## src/rtl/message_serializer.sv

```systemverilog
// Bit-serial laser framer: fetches buffer words 1..maxaddr and sends each as PREAMBLE + word.
// Optional even-parity bit after each word when SERIALIZER_PARITY_EN is defined.
module message_serializer #(
  parameter int         LOGSIZE    = 10,
  parameter int         WIDTH      = 64,
  parameter int         BIT_PERIOD = 100,
  parameter logic [7:0] PREAMBLE   = 8'hAB
) (
  input  logic               clk,
  input  logic               reset,
  input  logic               start,
  input  logic [LOGSIZE-1:0] maxaddr,
  output logic [LOGSIZE-1:0] readaddr,
  input  logic [WIDTH-1:0]   din,
  output logic               laser_out,
  output logic               busy,
  output logic               done
);

  localparam int PCNT_W = (BIT_PERIOD > 1) ? $clog2(BIT_PERIOD) : 1;
  localparam int BCNT_W = $clog2((WIDTH > 8) ? WIDTH : 8);
  localparam logic [PCNT_W-1:0] PER_LAST  = PCNT_W'(BIT_PERIOD - 1);
  localparam logic [BCNT_W-1:0] PRE_LAST  = BCNT_W'(7);
  localparam logic [BCNT_W-1:0] DATA_LAST = BCNT_W'(WIDTH - 1);

`ifdef SERIALIZER_PARITY_EN
  typedef enum logic [2:0] {
    IDLE, FETCH, LATCH, PRE, DATA, PAR, NEXT, DONE
  } state_t;
`else
  typedef enum logic [2:0] {
    IDLE, FETCH, LATCH, PRE, DATA, NEXT, DONE
  } state_t;
`endif

  state_t               state_q, state_d;
  logic [LOGSIZE-1:0]   addr_q, addr_d;
  logic [LOGSIZE-1:0]   max_q, max_d;
  logic [LOGSIZE-1:0]   readaddr_q, readaddr_d;
  logic [PCNT_W-1:0]    per_q, per_d;
  logic [BCNT_W-1:0]    bit_q, bit_d;
  logic                 laser_q, laser_d;
  logic                 busy_q, busy_d;
  logic                 done_q, done_d;
  logic [WIDTH-1:0]     shift_q, shift_d;
  logic [7:0]           pre_q, pre_d;
`ifdef SERIALIZER_PARITY_EN
  logic                 par_q, par_d;
`endif
  logic                 per_last;

  assign per_last = (per_q == PER_LAST);

  always_comb begin
    state_d    = state_q;
    addr_d     = addr_q;
    max_d      = max_q;
    readaddr_d = readaddr_q;
    per_d      = per_q;
    bit_d      = bit_q;
    laser_d    = 1'b0;
    busy_d     = busy_q;
    done_d     = 1'b0;
    shift_d    = shift_q;
    pre_d      = pre_q;
`ifdef SERIALIZER_PARITY_EN
    par_d      = par_q;
`endif

    case (state_q)
      IDLE: begin
        if (start) begin
          max_d  = maxaddr;
          addr_d = LOGSIZE'(1);
          if (maxaddr == '0) begin
            state_d = DONE;
            done_d  = 1'b1;
          end else begin
            state_d    = FETCH;
            busy_d     = 1'b1;
            readaddr_d = LOGSIZE'(1);
          end
        end
      end

      // Buffer read port registers readaddr this cycle; din is valid in LATCH.
      FETCH: state_d = LATCH;

      LATCH: begin
        shift_d = din;
        pre_d   = PREAMBLE;
`ifdef SERIALIZER_PARITY_EN
        par_d   = ^din;
`endif
        per_d   = '0;
        bit_d   = '0;
        state_d = PRE;
      end

      // laser_out is registered, so each bit shows one clock after its state cycle.
      PRE: begin
        laser_d = pre_q[7];
        per_d   = per_q + PCNT_W'(1);
        if (per_last) begin
          per_d = '0;
          pre_d = {pre_q[6:0], 1'b0};
          if (bit_q == PRE_LAST) begin
            bit_d   = '0;
            state_d = DATA;
          end else begin
            bit_d = bit_q + BCNT_W'(1);
          end
        end
      end

      DATA: begin
        laser_d = shift_q[WIDTH-1];
        per_d   = per_q + PCNT_W'(1);
        if (per_last) begin
          per_d   = '0;
          shift_d = {shift_q[WIDTH-2:0], 1'b0};
          if (bit_q == DATA_LAST) begin
            bit_d = '0;
`ifdef SERIALIZER_PARITY_EN
            state_d = PAR;
`else
            state_d = NEXT;
`endif
          end else begin
            bit_d = bit_q + BCNT_W'(1);
          end
        end
      end

`ifdef SERIALIZER_PARITY_EN
      PAR: begin
        laser_d = par_q;
        per_d   = per_q + PCNT_W'(1);
        if (per_last) begin
          per_d   = '0;
          state_d = NEXT;
        end
      end
`endif

      NEXT: begin
        if (addr_q == max_q) begin
          state_d = DONE;
          done_d  = 1'b1;
          busy_d  = 1'b0;
        end else begin
          addr_d     = addr_q + LOGSIZE'(1);
          readaddr_d = addr_q + LOGSIZE'(1);
          state_d    = FETCH;
        end
      end

      DONE: state_d = IDLE;

      default: state_d = IDLE;
    endcase
  end

  always_ff @(posedge clk) begin
    shift_q <= shift_d;
    pre_q   <= pre_d;
`ifdef SERIALIZER_PARITY_EN
    par_q   <= par_d;
`endif
    if (reset) begin
      state_q    <= IDLE;
      addr_q     <= '0;
      max_q      <= '0;
      readaddr_q <= '0;
      per_q      <= '0;
      bit_q      <= '0;
      laser_q    <= 1'b0;
      busy_q     <= 1'b0;
      done_q     <= 1'b0;
    end else begin
      state_q    <= state_d;
      addr_q     <= addr_d;
      max_q      <= max_d;
      readaddr_q <= readaddr_d;
      per_q      <= per_d;
      bit_q      <= bit_d;
      laser_q    <= laser_d;
      busy_q     <= busy_d;
      done_q     <= done_d;
    end
  end

  assign readaddr  = readaddr_q;
  assign laser_out = laser_q;
  assign busy      = busy_q;
  assign done      = done_q;

endmodule

```

## config.mk

```make
export PLATFORM = sky130hd
export DESIGN_NAME = message_serializer
export DESIGN_NICKNAME = d
export VERILOG_FILES = /design/src/rtl/message_serializer.sv
export SDC_FILE = /design/constraint.sdc
export NUM_CORES = 1
export LEC_CHECK = 0
export ABC_AREA = 0
export CORE_MARGIN = 3
export CORE_UTILIZATION = 45
export CTS_CLUSTER_SIZE = 12
export DETAILED_ROUTE_END_ITERATION = 10
export GPL_TIMING_DRIVEN = 1
export PLACE_DENSITY = 0.69
export SLEW_MARGIN = 20
export SYNTH_ARGS = -nofsm -noshare
export SYNTH_HDL_FRONTEND = slang
export SYNTH_SLANG_ARGS = --single-unit
```

## constraint.sdc

```tcl
create_clock -name clk -period 8.12 [get_ports clk]
set_input_delay 2.436 -clock clk [delete_from_list [all_inputs] [get_ports clk]]
set_output_delay 2.436 -clock clk [all_outputs]
set_load 0.05 [all_outputs]
```

==> summary.txt, run 1 <==
Status
  • Outcome: complete, no violations

Pwr
  • Leakage: 0.00246 uW
  • Tot Pwr: 1700 uW
  • Sw Ratio: 0.249
  • VDD IR max: 130 uV
  • Internal power: 1280 uW
  • NetSw: around 420 uW
  • Combinational share of power: 0.146
  • PD cells: 240 nW/um2
  • Reg power frac: 0.450
  • Clock Power Share: 0.404

Timing
  • Period utilization: 0.499
  • Slew margin rel.: 0.411
  • Worst Max-Slew Pin Slew: 0.883 ns
  • Tmin final: 4.05 ns
  • Fmax: 247 MHz
  • Skew final: around 0.0064 ns
  • Finish-stage setup viols: 0
  • RSZ-0062 raised after global routing: false
  • TNS Setup: 0 ns
  • Hold Vio Cnt, Final: 0
  • Slew Limit Fails: 0
  • Final WS setup: approximately 4 ns

Clocking
  • CTS tree: yes
  • Clk sinks: 121
  • Root buf cell: clkbuf_16
  • Clock Latency Late Sink: 0.41 ns
  • Worst-path clk slew: 0.05 ns
  • Clock buffer count from CTS: 17
  • Post CTS Setup Buffer Count: 0
  • CTS max path bufs: 2
  • Max H-tree Level: 4
  • CTS Hold Buffers Added: 0
  • Post-CTS resize count: 0

Worst setup path
  • Crit start category: input port
  • CP Capture Point: readaddr[2]
  • Worst Path Arrival: 4.34 ns
  • FF-to-FF path depth: 5
  • Worst EP required: 8.41 ns
  • Crit Reg-Reg Endpoint: addr_q[1]
  • R2R Path Start: state_q[0]
  • Largest fanout on the critical path: 7
  • Crit path kind: input port to flop
  • Critical path endpoint category: flop
  • R2R setup slack: ~5.6 ns
  • CP Launch Point: start

Floorplan
  • Die W: approximately 120 um
  • Core box area: 11,700 um2
  • Ports: 90
  • Die ar.: 13,600 um2
  • Initial Util: 0.470
  • Die height: 117 um
  • Core Rows: 39

Synth
  • Synthesized area: ~5500 um2
  • Synth warn: 0
  • Cell count after synthesis: 463
  • Synth top area share: 0.393
  • Yosys cell types: 54
  • Avg Cell Area, Syn: 11.9 um2
  • Most common cell in the netlist: edfxtp_1
  • Register bit count reported by yosys: 121
  • Area leader, netlist: edfxtp_1
  • Net Count, Synth: 543
  • Asr flop ratio synth: 0
  • Commonest cells in the netlist: 72 x edfxtp_1, 63 x mux2_2, 49 x dfxtp_1
  • Main area contributors after synthesis: edfxtp_1 39%, dfxtp_1 18%, mux2_2 13%
  • Seq/Total Area, Yosys: 0.571
  • Ys flop type: edfxtp_1
  • EDFF count, synth: 72

Global routing
  • Pin count of the biggest net entering global routing: 74
  • Global router's overall resource usage: 0.172
  • Antenna violations before repair: 0
  • Grt ovf: 0
  • Vias in the first global route: 3,749
  • First-pass GRT wire length: 18,200 um

Final layout
  • Antenna Cells: 0
  • Layout cells sized above 1: 0.195
  • Nets@finish: between 600 and 700
  • Area Overhead vs Synth: 28.5%
  • Fin area: 7080 um2

Placed design
  • DP HPWL: 7610 um
  • Global placer's final weighted congestion: 0.802
  • Placed cell areas: between 6000 and 7000 um2
  • # port buffers: 89
  • Post-Place Setup Slack: 3.67 ns

Route
  • Final ANT Viol Nets: 0
  • Initial drt markers: between 300 and 400
  • Avg Vias per Cell: approximately 5.6
  • Post-route DRC: 0
  • Initial DRT Pass Iterations: 4
  • Avg WL per Cell: between 15 and 20 um
  • Drt total wl: 11,500 um
  • Vias: 3,936

Job
  • Max Cap Viol: 0

Min path
  • Worst min path class: flop to flop
  • Worst hold stages: 1
-- through the flow --
stage,utilization,hold WS [ns],cells
after global routing,0.604,0.476,707
after global placement,0.557,0.437,675
after CTS,0.604,0.456,707
final,0.604,0.452,707
after floorplan,-,0.449,463
after detailed placement,0.557,0.444,675
-- power by group through the flow --
| stage | Combinational [uW] | Sequential [uW] | Clock [uW] |
|---|---|---|---|
| floorplan | 164 | 773 | 0 |
| global placement | 244 | 775 | 0 |
| detailed placement | 250 | 777 | 0 |
| CTS | 252 | 766 | 703 |
| global route | 274 | 773 | 735 |
| finish | 248 | 765 | 687 |
-- cell type report --
| type | count | area [um2] |
|---|---|---|
| Multi-Input combinational cell | 313 | 2260 |
| Clock inverter | 6 | 36.3 |
| Sequential cell | 121 | 3140 |
| Clock buffer | 26 | 519 |
| Inverter | 5 | 18.8 |
| Timing Repair Buffer | 93 | 921 |
| Tap cell | 143 | 179 |
| Fill cell | 972 | 4630 |
-- metal layers --
layer | GRT usage | part of all wire | wire length (um)
met5 | 0 | 0 | 0
met4 | 0.0596 | 0.011 | 129
met3 | 0.0606 | 0.072 | 831
met2 | 0.265 | 0.46 | 5250
met1 | 0.228 | 0.46 | 5250
-- how the worst min path moves through the flow --
stage / start / to / slack [ns]
3_5_place_dp: readaddr[6] / readaddr[6] / 0.44
3_3_place_gp: readaddr[9] / readaddr[9] / 0.44
5_1_grt: readaddr[9] / readaddr[9] / 0.48
2_1_floorplan: max_q[0] / max_q[0] / 0.45
6_report: readaddr[8] / readaddr[8] / 0.45
4_1_cts: readaddr[6] / readaddr[6] / 0.46
-- cells by family after synthesis --
kind of cell               Yosys count  synth area share
buffers and inverters               29            0.0209
AOI/OAI and AO/OA                   90             0.112
and+or+nand+nor                    139             0.133
xor gates and xnor gates            18            0.0286
DFF                                121             0.571
adders and majority gates            3           0.00682
muxes                               63             0.129
-- placed cells by master, fill, tap and decap left out, types with 8 or more instances in the layout --
master / instances
a21o_1: 9
a21oi_1: 30
clkbuf_16: 17
clkdlybuf4s50_1: 89
dfxtp_1: 49
edfxtp_1: 72
mux2_2: 63
nand2_1: 40
nand3_1: 13
nor2_1: 22
nor4_1: 8
o21ai_0: 9
xnor2_1: 14
-- state kept, by name, summed over array words and instances (netlist names) --
signal,count
shift_q,64
addr_q,10
max_q,10
readaddr,10
pre_q,8
per_q,7
bit_q,6
state_q,3
busy,1
done,1
laser_out,1
-- critical path, cell delays in order --
cell and delay (ns):
clkdlybuf4s50_1 0.49, or3b_2 0.47, a21o_1 0.24, a21oi_1 0.28, a21oi_2 0.17, a22o_1 0.25
No activity file was read; power rests on OpenSTA's default activity.
==> run 2, diff against run 1 <==
--- a/config.mk
+++ b/config.mk
@@ -11,7 +11,7 @@
 export CTS_CLUSTER_SIZE = 12
 export DETAILED_ROUTE_END_ITERATION = 10
 export GPL_TIMING_DRIVEN = 1
-export PLACE_DENSITY = 0.69
+export PLACE_DENSITY = 0.72
 export SLEW_MARGIN = 20
 export SYNTH_ARGS = -nofsm -noshare
 export SYNTH_HDL_FRONTEND = slang
==> constraint.sdc (replaced) <==
create_clock -name clk -period 3.7 [get_ports clk]
set_input_delay 1.11 -clock clk [delete_from_list [all_inputs] [get_ports clk]]
set_output_delay 1.11 -clock clk [all_outputs]
set_load 0.05 [all_outputs]
==> run 2 against run 1 <==
Compared with the run above: combinational power is 120% higher; hold slack better by 0.0012 ns; setup slack worse by 3.1 ns; core utilization is 0.85 points higher; critical path depth is 5 lower; cell area is 1.4% higher; non-clock buffer count is 3 higher; flip-flop and latch count stayed put; register-to-register slack worse by 4.5 ns; cell count is 0.42% higher; critical endpoint is now readaddr[7]; largest power group is now clock.
==> summary.txt, run 2 (synthesis results as in run 1) <==
Status
  • Outcome: complete, no violations

Placed design
  • # port buffers: 89
  • Placed cell areas: ~6500 um2
  • Global placer's final weighted congestion: 0.849
  • DP HPWL: 7730 um

Global routing
  • Vias in the first global route: about 3,800
  • Global router's overall resource usage: 0.177
  • Grt ovf: 0
  • Antenna violations before repair: 0
  • First-pass GRT wire length: 18,500 um
  • Pin count of the biggest net entering global routing: 65

Worst setup path
  • Critical path's slowest cell: clkdlybuf4s50_1
  • Worst EP required: 2.59 ns
  • Delay-heaviest family, CP: buffers and inverters
  • CP bufs+invs: 1
  • Critical path endpoint category: primary output
  • Slowest cell delay on critical path: between 0.8 and 0.9 ns
  • Crit start category: flop
  • Worst Path Arrival: approximately 1.6 ns
  • Largest fanout on the critical path: 2
  • Critical Path, Cell by Cell: clkdlybuf4s50_1
  • Crit path kind: flop to primary output

Final layout
  • Layout cells sized above 1: 0.198
  • Storage element area: 3140 um2
  • Max reg flops: 64
  • Core Util, Final: 0.613
  • Commonest cells after routing, fill and taps aside: 89 x clkdlybuf4s50_1, 72 x edfxtp_1, 63 x mux2_2, 49 x dfxtp_1, 40 x nand2_1
  • Multi-input gate area: 2260 um2
  • Most common cell after layout, fill and taps aside: clkdlybuf4s50_1
  • Top reg by flops: shift_q
  • Antenna Cells: 0
  • Area Overhead vs Synth: 30.3%
  • # fillers: 927
  • Fin area: between 7000 and 8000 um2
  • Nets@finish: 634

Timing
  • Worst Max-Slew Pin Slew: 0.813 ns
  • Hold Vio Cnt, Final: 0
  • Fmax: 367 MHz
  • TNS Setup: 0 ns
  • Skew final: about 0.0057 ns
  • Hold WS: about 0.45 ns
  • RSZ-0062 raised after global routing: false
  • Tmin final: 2.73 ns
  • Period utilization: 0.737
  • Slew margin rel.: 0.458
  • Slew Limit Fails: 0
  • Finish-stage setup viols: 0

Clocking
  • Post CTS Setup Buffer Count: 0
  • Clock buffer count from CTS: 17
  • Clk sinks: 121
  • Root buf cell: clkbuf_16
  • CTS max path bufs: 2
  • Worst-path clk slew: around 0.050 ns
  • Clock Latency Late Sink: 0.42 ns
  • CTS tree: yes
  • Post-CTS resize count: 0
  • Max H-tree Level: 4
  • CTS Hold Buffers Added: 0

Route
  • Final ANT Viol Nets: 0
  • Vias: 3,979
  • Drt total wl: ~12,000 um
  • Post-route DRC: 0
  • Avg Vias per Cell: 5.60
  • Initial drt markers: 368
  • Avg WL per Cell: 16.4 um
  • Initial DRT Pass Iterations: 6

Floorplan
  • Initial Util: 0.470
  • Die height: approximately 120 um
  • Die W: 117 um
  • Ports: 90
  • Die ar.: 13,600 um2
  • Core Rows: 39
  • Core box area: around 12,000 um2

Pwr
  • Leakage: 0.00251 uW
  • PD cells: 548 nW/um2
  • Tot Pwr: 3930 uW
  • VDD IR max: 254 uV

Job
  • Max Cap Viol: 0

Min path
  • Worst min path class: flop to flop
[run 2: final cells by class]
class,count,area share
sequential,121,0.438
multi-input combinational,313,0.315
timing repair buffer,96,0.131
clock buffer,29,0.0861
tap,143,0.0249
inverter,5,0.00261
clock inverter,3,0.00209
[run 2: worst paths after layout]
path                                  start     endpoint  slack (ns)  depth (start not counted)
worst max register to register   state_q[0]  readaddr[5]        1.13                          5
worst min-delay path            readaddr[9]  readaddr[9]        0.45                          1
worst min register to register  readaddr[9]  readaddr[9]        0.45                          1
worst max-delay path            readaddr[7]  readaddr[7]        0.97                          1
[run 2: power by group]
group	total (uW)	leakage, uW	switching (uW)	internal (uW)
clock	1700	0.000314	569	1130
sequential	1680	0.00104	74.2	1610
combinational	554	0.00115	315	239
total	3930	0.00251	958	2980
[run 2: per-layer routing]
| layer | share of wire | vias up | GRT usage |
|---|---|---|---|
| li1 | - | 1924 | - |
| met1 | 0.45 | 1897 | 0.223 |
| met2 | 0.46 | 144 | 0.286 |
| met3 | 0.069 | 14 | 0.0497 |
| met4 | 0.020 | 0 | 0.0780 |
| met5 | 0 | - | 0 |
[run 2: per-stage QoR]
step,std cells,setup WS [ns]
finish,710,0.972
global route,710,0.894
CTS,710,0.959
detailed placement,678,0.577
global placement,678,0.621
floorplan,463,0.442
